**config.mk**
```make
export PLATFORM = sky130hd
export DESIGN_NAME = mc_ctrl_fsm
export DESIGN_NICKNAME = d
export VERILOG_FILES = /design/src/rtl/mc_ctrl_fsm.sv
export SDC_FILE = /design/constraint.sdc
export NUM_CORES = 1
export LEC_CHECK = 0
export CORE_ASPECT_RATIO = 1.2
export CORE_UTILIZATION = 43
export CTS_CLUSTER_DIAMETER = 150
export CTS_CLUSTER_SIZE = 8
export DETAILED_ROUTE_END_ITERATION = 8
export GPL_TIMING_DRIVEN = 0
export PLACE_DENSITY_LB_ADDON = 0.25
export SKIP_CTS_REPAIR_TIMING = 1
export SLEW_MARGIN = 10
export SYNTH_ARGS = -nofsm -noshare
export SYNTH_HDL_FRONTEND = slang
export SYNTH_SLANG_ARGS = --single-unit
```
**constraint.sdc**
```tcl
create_clock -name clk -period 2 [get_ports clk]
set_input_delay 0.2 -clock clk [delete_from_list [all_inputs] [get_ports clk]]
set_output_delay 0.2 -clock clk [all_outputs]
set_load 0.005 [all_outputs]
```
**src/rtl/mc_ctrl_fsm.sv**
```systemverilog
// mc_ctrl_fsm: multi-cycle control unit driving the multi-cycle datapath.
// It fetches over a variable-latency instruction memory handshake, decodes,
// executes and writes back. It supports jal/jr, a sticky halt and a
// retired-instruction counter.
// Optional feature: define MC_MEM_TIMEOUT_EN to abort a memory wait that
// lasts MEM_TIMEOUT cycles. The abort pulses mem_err and restarts at IF.
module mc_ctrl_fsm #(
    parameter int OPC_W       = 6,
    parameter int ALUOP_W     = 3,
    parameter int CNT_W       = 32,
    parameter int MEM_TIMEOUT = 16
) (
    input  logic               clk,
    input  logic               reset,
    input  logic [OPC_W-1:0]   decode,
    input  logic               zero,
    input  logic               imem_ready,
    input  logic               dmem_ready,
    output logic               RegWre,
    output logic               PCWre,
    output logic               IRWre,
    output logic               ALUSrcB,
    output logic               ALUM2Reg,
    output logic               DataMemRw,
    output logic               ExtSel,
    output logic               InsMemRW,
    output logic               WrRegData,
    output logic [1:0]         PCSrc,
    output logic [1:0]         RegOut,
    output logic [ALUOP_W-1:0] ALUOp,
    output logic [2:0]         state,
    output logic [2:0]         next_state,
    output logic [CNT_W-1:0]   retire_cnt,
    output logic               halted,
    output logic               mem_err
);

    typedef enum logic [2:0] {
        S_IF      = 3'b000,
        S_ID      = 3'b001,
        S_EXE_MEM = 3'b010,
        S_MEM     = 3'b011,
        S_WB_LD   = 3'b100,
        S_EXE_BR  = 3'b101,
        S_EXE     = 3'b110,
        S_WB      = 3'b111
    } state_t;

    typedef enum logic [2:0] {
        ALU_ADD = 3'b000,
        ALU_SUB = 3'b001,
        ALU_AND = 3'b010,
        ALU_OR  = 3'b011,
        ALU_SLT = 3'b100
    } alu_op_t;

    // The opcode values are 6 bits wide. They are zero-extended to the decode width.
    localparam logic [OPC_W-1:0] OP_ADD  = OPC_W'(6'b000000);
    localparam logic [OPC_W-1:0] OP_SUB  = OPC_W'(6'b000001);
    localparam logic [OPC_W-1:0] OP_ADDI = OPC_W'(6'b000010);
    localparam logic [OPC_W-1:0] OP_OR   = OPC_W'(6'b010000);
    localparam logic [OPC_W-1:0] OP_AND  = OPC_W'(6'b010001);
    localparam logic [OPC_W-1:0] OP_ORI  = OPC_W'(6'b010010);
    localparam logic [OPC_W-1:0] OP_SLT  = OPC_W'(6'b100110);
    localparam logic [OPC_W-1:0] OP_SW   = OPC_W'(6'b110000);
    localparam logic [OPC_W-1:0] OP_LW   = OPC_W'(6'b110001);
    localparam logic [OPC_W-1:0] OP_BEQ  = OPC_W'(6'b110100);
    localparam logic [OPC_W-1:0] OP_J    = OPC_W'(6'b111000);
    localparam logic [OPC_W-1:0] OP_JR   = OPC_W'(6'b111001);
    localparam logic [OPC_W-1:0] OP_JAL  = OPC_W'(6'b111010);
    localparam logic [OPC_W-1:0] OP_HALT = OPC_W'(6'b111111);

    // These configurations are nonsensical. They are rejected at elaboration.
    if (ALUOP_W < 3) begin : g_bad_aluop_w
        $error("mc_ctrl_fsm: ALUOP_W must be at least 3");
    end
    if (MEM_TIMEOUT < 1) begin : g_bad_mem_timeout
        $error("mc_ctrl_fsm: MEM_TIMEOUT must be at least 1");
    end

    state_t  state_q, state_d;
    alu_op_t alu_op;
    logic    timeout;
    logic    op_r_type, op_i_type, op_mem, op_halt;

    assign op_r_type = (decode == OP_ADD) || (decode == OP_SUB) || (decode == OP_OR) ||
                       (decode == OP_AND) || (decode == OP_SLT);
    assign op_i_type = (decode == OP_ADDI) || (decode == OP_ORI);
    assign op_mem    = (decode == OP_LW) || (decode == OP_SW);
    assign op_halt   = (decode == OP_HALT);

    assign state      = state_q;
    assign next_state = state_d;
    assign ALUOp      = ALUOP_W'(alu_op);

    // State register, sticky halt flag and retired-instruction counter.
    always_ff @(posedge clk) begin
        // NOTE: non-blocking assignments make every register sample pre-edge values.
        if (reset) begin
            state_q    <= S_IF;
            retire_cnt <= '0;
            halted     <= 1'b0;
        end else begin
            state_q <= state_d;
            if (PCWre) retire_cnt <= retire_cnt + CNT_W'(1);
            if (state_q == S_ID && op_halt) halted <= 1'b1;
        end
    end

`ifdef MC_MEM_TIMEOUT_EN
    localparam int WAIT_W = $clog2(MEM_TIMEOUT + 1);
    logic [WAIT_W-1:0] wait_cnt;
    logic              waiting;

    assign waiting = (state_q == S_IF && !imem_ready) || (state_q == S_MEM && !dmem_ready);
    assign timeout = waiting && (wait_cnt == WAIT_W'(MEM_TIMEOUT));

    // Count memory wait cycles. Any state change clears the count, including entry to IF or MEM.
    always_ff @(posedge clk) begin
        if (reset || timeout || state_d != state_q) wait_cnt <= '0;
        else if (waiting) wait_cnt <= wait_cnt + WAIT_W'(1);
    end
`else
    assign timeout = 1'b0;
`endif

    // Next-state and strobe decode from state, opcode, zero and the ready inputs.
    always_comb begin
        // NOTE: every output gets a default first so no path can infer a latch.
        state_d   = state_q;
        RegWre    = 1'b0;
        PCWre     = 1'b0;
        IRWre     = 1'b0;
        ALUSrcB   = 1'b0;
        ALUM2Reg  = 1'b0;
        DataMemRw = 1'b0;
        ExtSel    = 1'b0;
        InsMemRW  = 1'b1;
        WrRegData = 1'b0;
        PCSrc     = 2'b00;
        RegOut    = 2'b00;
        alu_op    = ALU_ADD;
        mem_err   = 1'b0;

        case (state_q)
            S_IF: begin
                if (imem_ready) begin
                    IRWre   = 1'b1;
                    state_d = S_ID;
                end
            end
            S_ID: begin
                if (halted || op_halt) begin
                    state_d = S_ID;   // parked until reset
                end else if (op_r_type || op_i_type) begin
                    state_d = S_EXE;
                end else if (op_mem) begin
                    state_d = S_EXE_MEM;
                end else if (decode == OP_BEQ) begin
                    state_d = S_EXE_BR;
                end else begin
                    // The jumps and the unknown-opcode NOP all retire here.
                    PCWre   = 1'b1;
                    state_d = S_IF;
                    if (decode == OP_J) begin
                        PCSrc = 2'b11;
                    end else if (decode == OP_JR) begin
                        PCSrc = 2'b10;
                    end else if (decode == OP_JAL) begin
                        PCSrc  = 2'b11;
                        RegWre = 1'b1;   // $31 <- PC+4
                    end
                end
            end
            S_EXE: begin
                if (decode == OP_SUB)                          alu_op = ALU_SUB;
                else if (decode == OP_AND)                     alu_op = ALU_AND;
                else if (decode == OP_OR || decode == OP_ORI)  alu_op = ALU_OR;
                else if (decode == OP_SLT)                     alu_op = ALU_SLT;
                else                                           alu_op = ALU_ADD;
                ALUSrcB = op_i_type;
                ExtSel  = (decode == OP_ADDI);   // ori zero-extends
                state_d = S_WB;
            end
            S_WB: begin
                RegWre    = 1'b1;
                WrRegData = 1'b1;
                PCWre     = 1'b1;
                RegOut    = op_r_type ? 2'b10 : 2'b01;
                state_d   = S_IF;
            end
            S_EXE_BR: begin
                alu_op  = ALU_SUB;
                ExtSel  = 1'b1;
                PCWre   = 1'b1;
                PCSrc   = zero ? 2'b01 : 2'b00;
                state_d = S_IF;
            end
            S_EXE_MEM: begin
                alu_op  = ALU_ADD;
                ALUSrcB = 1'b1;
                ExtSel  = 1'b1;
                state_d = S_MEM;
            end
            S_MEM: begin
                DataMemRw = (decode == OP_SW);
                if (dmem_ready) begin
                    if (decode == OP_SW) begin
                        PCWre   = 1'b1;
                        state_d = S_IF;
                    end else begin
                        state_d = S_WB_LD;
                    end
                end
            end
            S_WB_LD: begin
                RegWre    = 1'b1;
                ALUM2Reg  = 1'b1;
                WrRegData = 1'b1;
                RegOut    = 2'b01;
                PCWre     = 1'b1;
                state_d   = S_IF;
            end
            default: state_d = S_IF;
        endcase

        // A watchdog abort suppresses every write and restarts the fetch.
        if (timeout) begin
            mem_err   = 1'b1;
            state_d   = S_IF;
            RegWre    = 1'b0;
            PCWre     = 1'b0;
            DataMemRw = 1'b0;
        end

        // A reset cycle must not commit anything the interrupted instruction was doing.
        if (reset) begin
            state_d   = S_IF;
            RegWre    = 1'b0;
            PCWre     = 1'b0;
            IRWre     = 1'b0;
            DataMemRw = 1'b0;
            mem_err   = 1'b0;
        end
    end

endmodule
```
==> summary.md, run 1 <==
| Metric | Value |
|---|---|
| TNS Setup | -3180 ps |
| Post-route ant nets | 0 |
| DR WL/cell | 18.5 µm |
| Setup slack at placement | -973 ps |
| CP max FO | 10 |
| Worst R2R Path Depth | 7 |
| RSZ-0062 raised after global routing | yes |
| Std-Cell Rows | 28 |
| Status | complete, but fails checks |
| TritonCTS clock tree | yes |
| Global-route wire length before repair | between 10 and 15 mm |
| Setup Skew | about 6.4 ps |
| Worst IR Drop VDD | 0.000431 V |
| Initial DRT Pass Iterations | 5 |
| Clock root buffer | clkbuf_8 |
| Worst setup path start | state[0]$_SDFF_PP0_ |
| Critical path, cell by cell | clkbuf_4, nor2b_1, nand3_1, a21oi_1, clkdlybuf4s50_1 |
| Total number of vias | 2,931 |
| CP delay by family, top | buffers and inverters |
| Crit path max-delay cell type | clkdlybuf4s50_1 |
| Top_reg_cell synth | dfxtp_1 |
| Synth-to-layout area growth | 58.8% |
| Sequential cell area fraction in the yosys report | 31.2% |
| Vias in the first global route | 2,399 |
| CTS Buf Count | 5 |
| # diodes | 0 |
| Hold_sp | retire_cnt[23]$_SDFFE_PP0P_ |
| Synth unique cells | 52 |
| Cell Area, Placed | 0.00301 mm² |
| Synth Register Bits | 36 |
| Worst flop-to-flop path endpoint | retire_cnt[15]$_SDFFE_PP0P_ |
| WL final | 8.36 mm |
| CTS Sinks | 36 |
| Max-cap violation count | 0 |
| Max Transition Viols Final | 0 |
| Worst EP required | 1800 ps |
| Nets | 405 |
| Total gr overflow | 0 |
| Leading area contributor after synthesis | dfxtp_1 |
| CP Class | register to primary output |
| Finished Cell Area | 0.00367 mm² |
| Core area | 0.00504 mm² |
| Layout cells sized above 1 | 29.7% |
| H-tree depth | 2 |
| Placer Congestion | 0.907 |
| # placed instances | 429 |
| Post-synth top area share | 31.2% |
| CP startpoint kind | register |
| Drt drc | 0 |
| Cell area after synthesis | between 0.002 and 0.0025 mm² |
| Worst skew pair latency | 290 ps |
| CP Depth | 5 |
| Syn Area/Cell | around 7.5 µm² |
| Post-synth EDFFs | 0 |
| Via-to-Cell Ratio | 6.50 |
| Pwr dens | between 300 and 400 mW/mm² |
| Start of the worst register-to-register path | state[1]$_SDFF_PP0_ |
| FILL cells | 381 |
| 1st-iter DRT viols | 258 |
| Worst path bufs/invs | 2 |
| Max Clk Rate | 449 MHz |
| CP endpoint kind | primary output |
| Largest net degree at the start of global routing | 11 |
| Mapped Nets | 320 |
| Initial Utilization | 45.9% |
| Worst Hold Margin | 504 ps |
| Relative slew slack | slightly above 60% |
| YS warnings | 0 |
| Synthesized instance count | approximately 310 |
| Tcrit/Tclk final | 111% |
| Die X | around 69 µm |
| Final Hold Fails | 0 |
| Final setup viols | 34 |
| Die area | 0.00568 mm² |
| Leakage power | 1.31 nW |
| Die height | between 80 and 90 µm |
| Least-Margin Pin Slew | 568 ps |
| Worst setup margin | -226 ps |
| Critical path endpoint | ALUOp[0] |
| Finished Layout Cells | 451 |
| Tot Pwr | between 1 and 1.5 mW |
| Synth top area cells | dfxtp_1 31%, a21oi_1 8.2%, and4_1 4.2%, o21ai_0 4.1%, o31ai_1 3.9% |
| Failing checks | negative setup slack |
| Longest Clk Path Bufs | 2 |
| Reg2reg setup slack | -200 ps |
| GRT Total Usage | 24.8% |
| Hold Path Class | register to register |
| Clk slew on worst S/H paths | 60 ps |
| Period minus WS final | 2230 ps |
| Asr flop ratio synth | 0% |
| Worst Path Arrival | 2030 ps |
| Max stage delay on crit path | 520 ps |
| Top-level I/O count | 67 |
| Number of port buffers | 61 |
| Finished Core Util | ~73% |
| Initial antenna violation count | 0 |
| Final HPWL DP | 4.91 mm |
==> layout by cell type (no fill, tap or decap), types with 3 or more instances in the layout <==
cell type,count
o21ai_0,12
nand4_1,11
dfxtp_4,3
and4_1,9
o31ai_4,4
and3_1,6
or4_4,5
dfxtp_2,9
dlymetal6s2s_1,7
or4_1,7
o2111ai_1,3
nor2_2,3
buf_6,9
o31ai_1,7
inv_1,14
nand3_1,12
dfxtp_1,24
o21ai_1,6
a21oi_2,11
nor2_1,15
nor3_1,3
buf_2,7
a21oi_1,27
clkdlybuf4s50_1,50
clkbuf_8,5
or3_1,8
nand2_1,19
or3_4,4
buf_4,21
clkbuf_1,4
==> registers in the layout, indices dropped and copies added (netlist names) <==
signal and count:
halted 1, retire_cnt 32, state 3
==> worst register-to-register path: stages (launching register included) <==
cell and delay [ps]:
dfxtp_4 360, buf_4 140, nor4b_4 280, o21a_1 330, a32oi_4 190, buf_6 190, or4_1 470, a21oi_1 160
==> cells by family (layout without fill, tap and decap cells) <==
group | Yosys count | in the layout | share of synthesized area, %
simple gates | 130 | 130 | 33.0
compound gates | 97 | 97 | 26.2
buf+inv | 39 | 122 | 7.52
flops | 36 | 36 | 31.2
other cells | 2 | 2 | 0.325
mux | 2 | 2 | 0.919
fa+ha+maj | 1 | 1 | 0.541
xor+xnor | 1 | 1 | 0.379
==> report_power, final <==
part           internal [mW]  switching, mW  leakage (nW)
sequential             0.719        0.00793         0.297
clock                  0.224          0.243        0.0359
combinational          0.121          0.136         0.972
total                   1.06          0.387          1.31
==> cell type report <==
| type | count | area [µm²] | share of cell area, % |
|---|---|---|---|
| clock buffers | 5 | 68.8 | 1.87 |
| multi-input cells | 233 | 1780 | 48.4 |
| inverters | 14 | 52.6 | 1.43 |
| repair buffers | 82 | 788 | 21.5 |
| flip-flops and latches | 36 | 743 | 20.2 |
| well taps | 60 | 75.1 | 2.04 |
| plain buffers | 21 | 169 | 4.60 |
==> layer usage <==
layer	vias up	GRT usage, %	wire length (µm)
li1	1341	-	-
met1	1414	30.0	3240
met2	154	42.1	4270
met3	22	4.12	612
met4	0	11.6	245
met5	-	0	0
==> cell usage after synthesis (4+ instances only) <==
cell type and instances:
clkbuf_1 14, nor2_1 18, o41ai_1 4, a21oi_1 38
nand4_1 11, nand2_1 20, o21ai_0 19, or3_1 12
buf_2 7, nand3_1 13, and4_1 11, inv_1 14
dfxtp_1 36, and3_1 7, or4_1 12, o31ai_1 12
nor3_1 7
==> how the worst min path moves through the flow <==
stage / endpoint / slack [ps] / cells past startpoint
floorplan: state[0]$_SDFF_PP0_ / 440 / 2
finish: retire_cnt[23]$_SDFFE_PP0P_ / 500 / 2
global route: retire_cnt[6]$_SDFFE_PP0P_ / 520 / 2
detailed placement: retire_cnt[23]$_SDFFE_PP0P_ / 490 / 2
global placement: retire_cnt[31]$_SDFFE_PP0P_ / 480 / 2
CTS: halted$_SDFFE_PP0P_ / 450 / 5
Note: power is estimated with default switching activity, not from simulation.
==> run 2: changes to the inputs <==
--- a/config.mk
+++ b/config.mk
@@ -5,6 +5,7 @@
 export SDC_FILE = /design/constraint.sdc
 export NUM_CORES = 1
 export LEC_CHECK = 0
+export CAP_MARGIN = 15
 export CORE_ASPECT_RATIO = 1.2
 export CORE_UTILIZATION = 43
 export CTS_CLUSTER_DIAMETER = 150
==> results of run 2 <==
No change in the layout: final DEF, timing and power equal those of run 1.
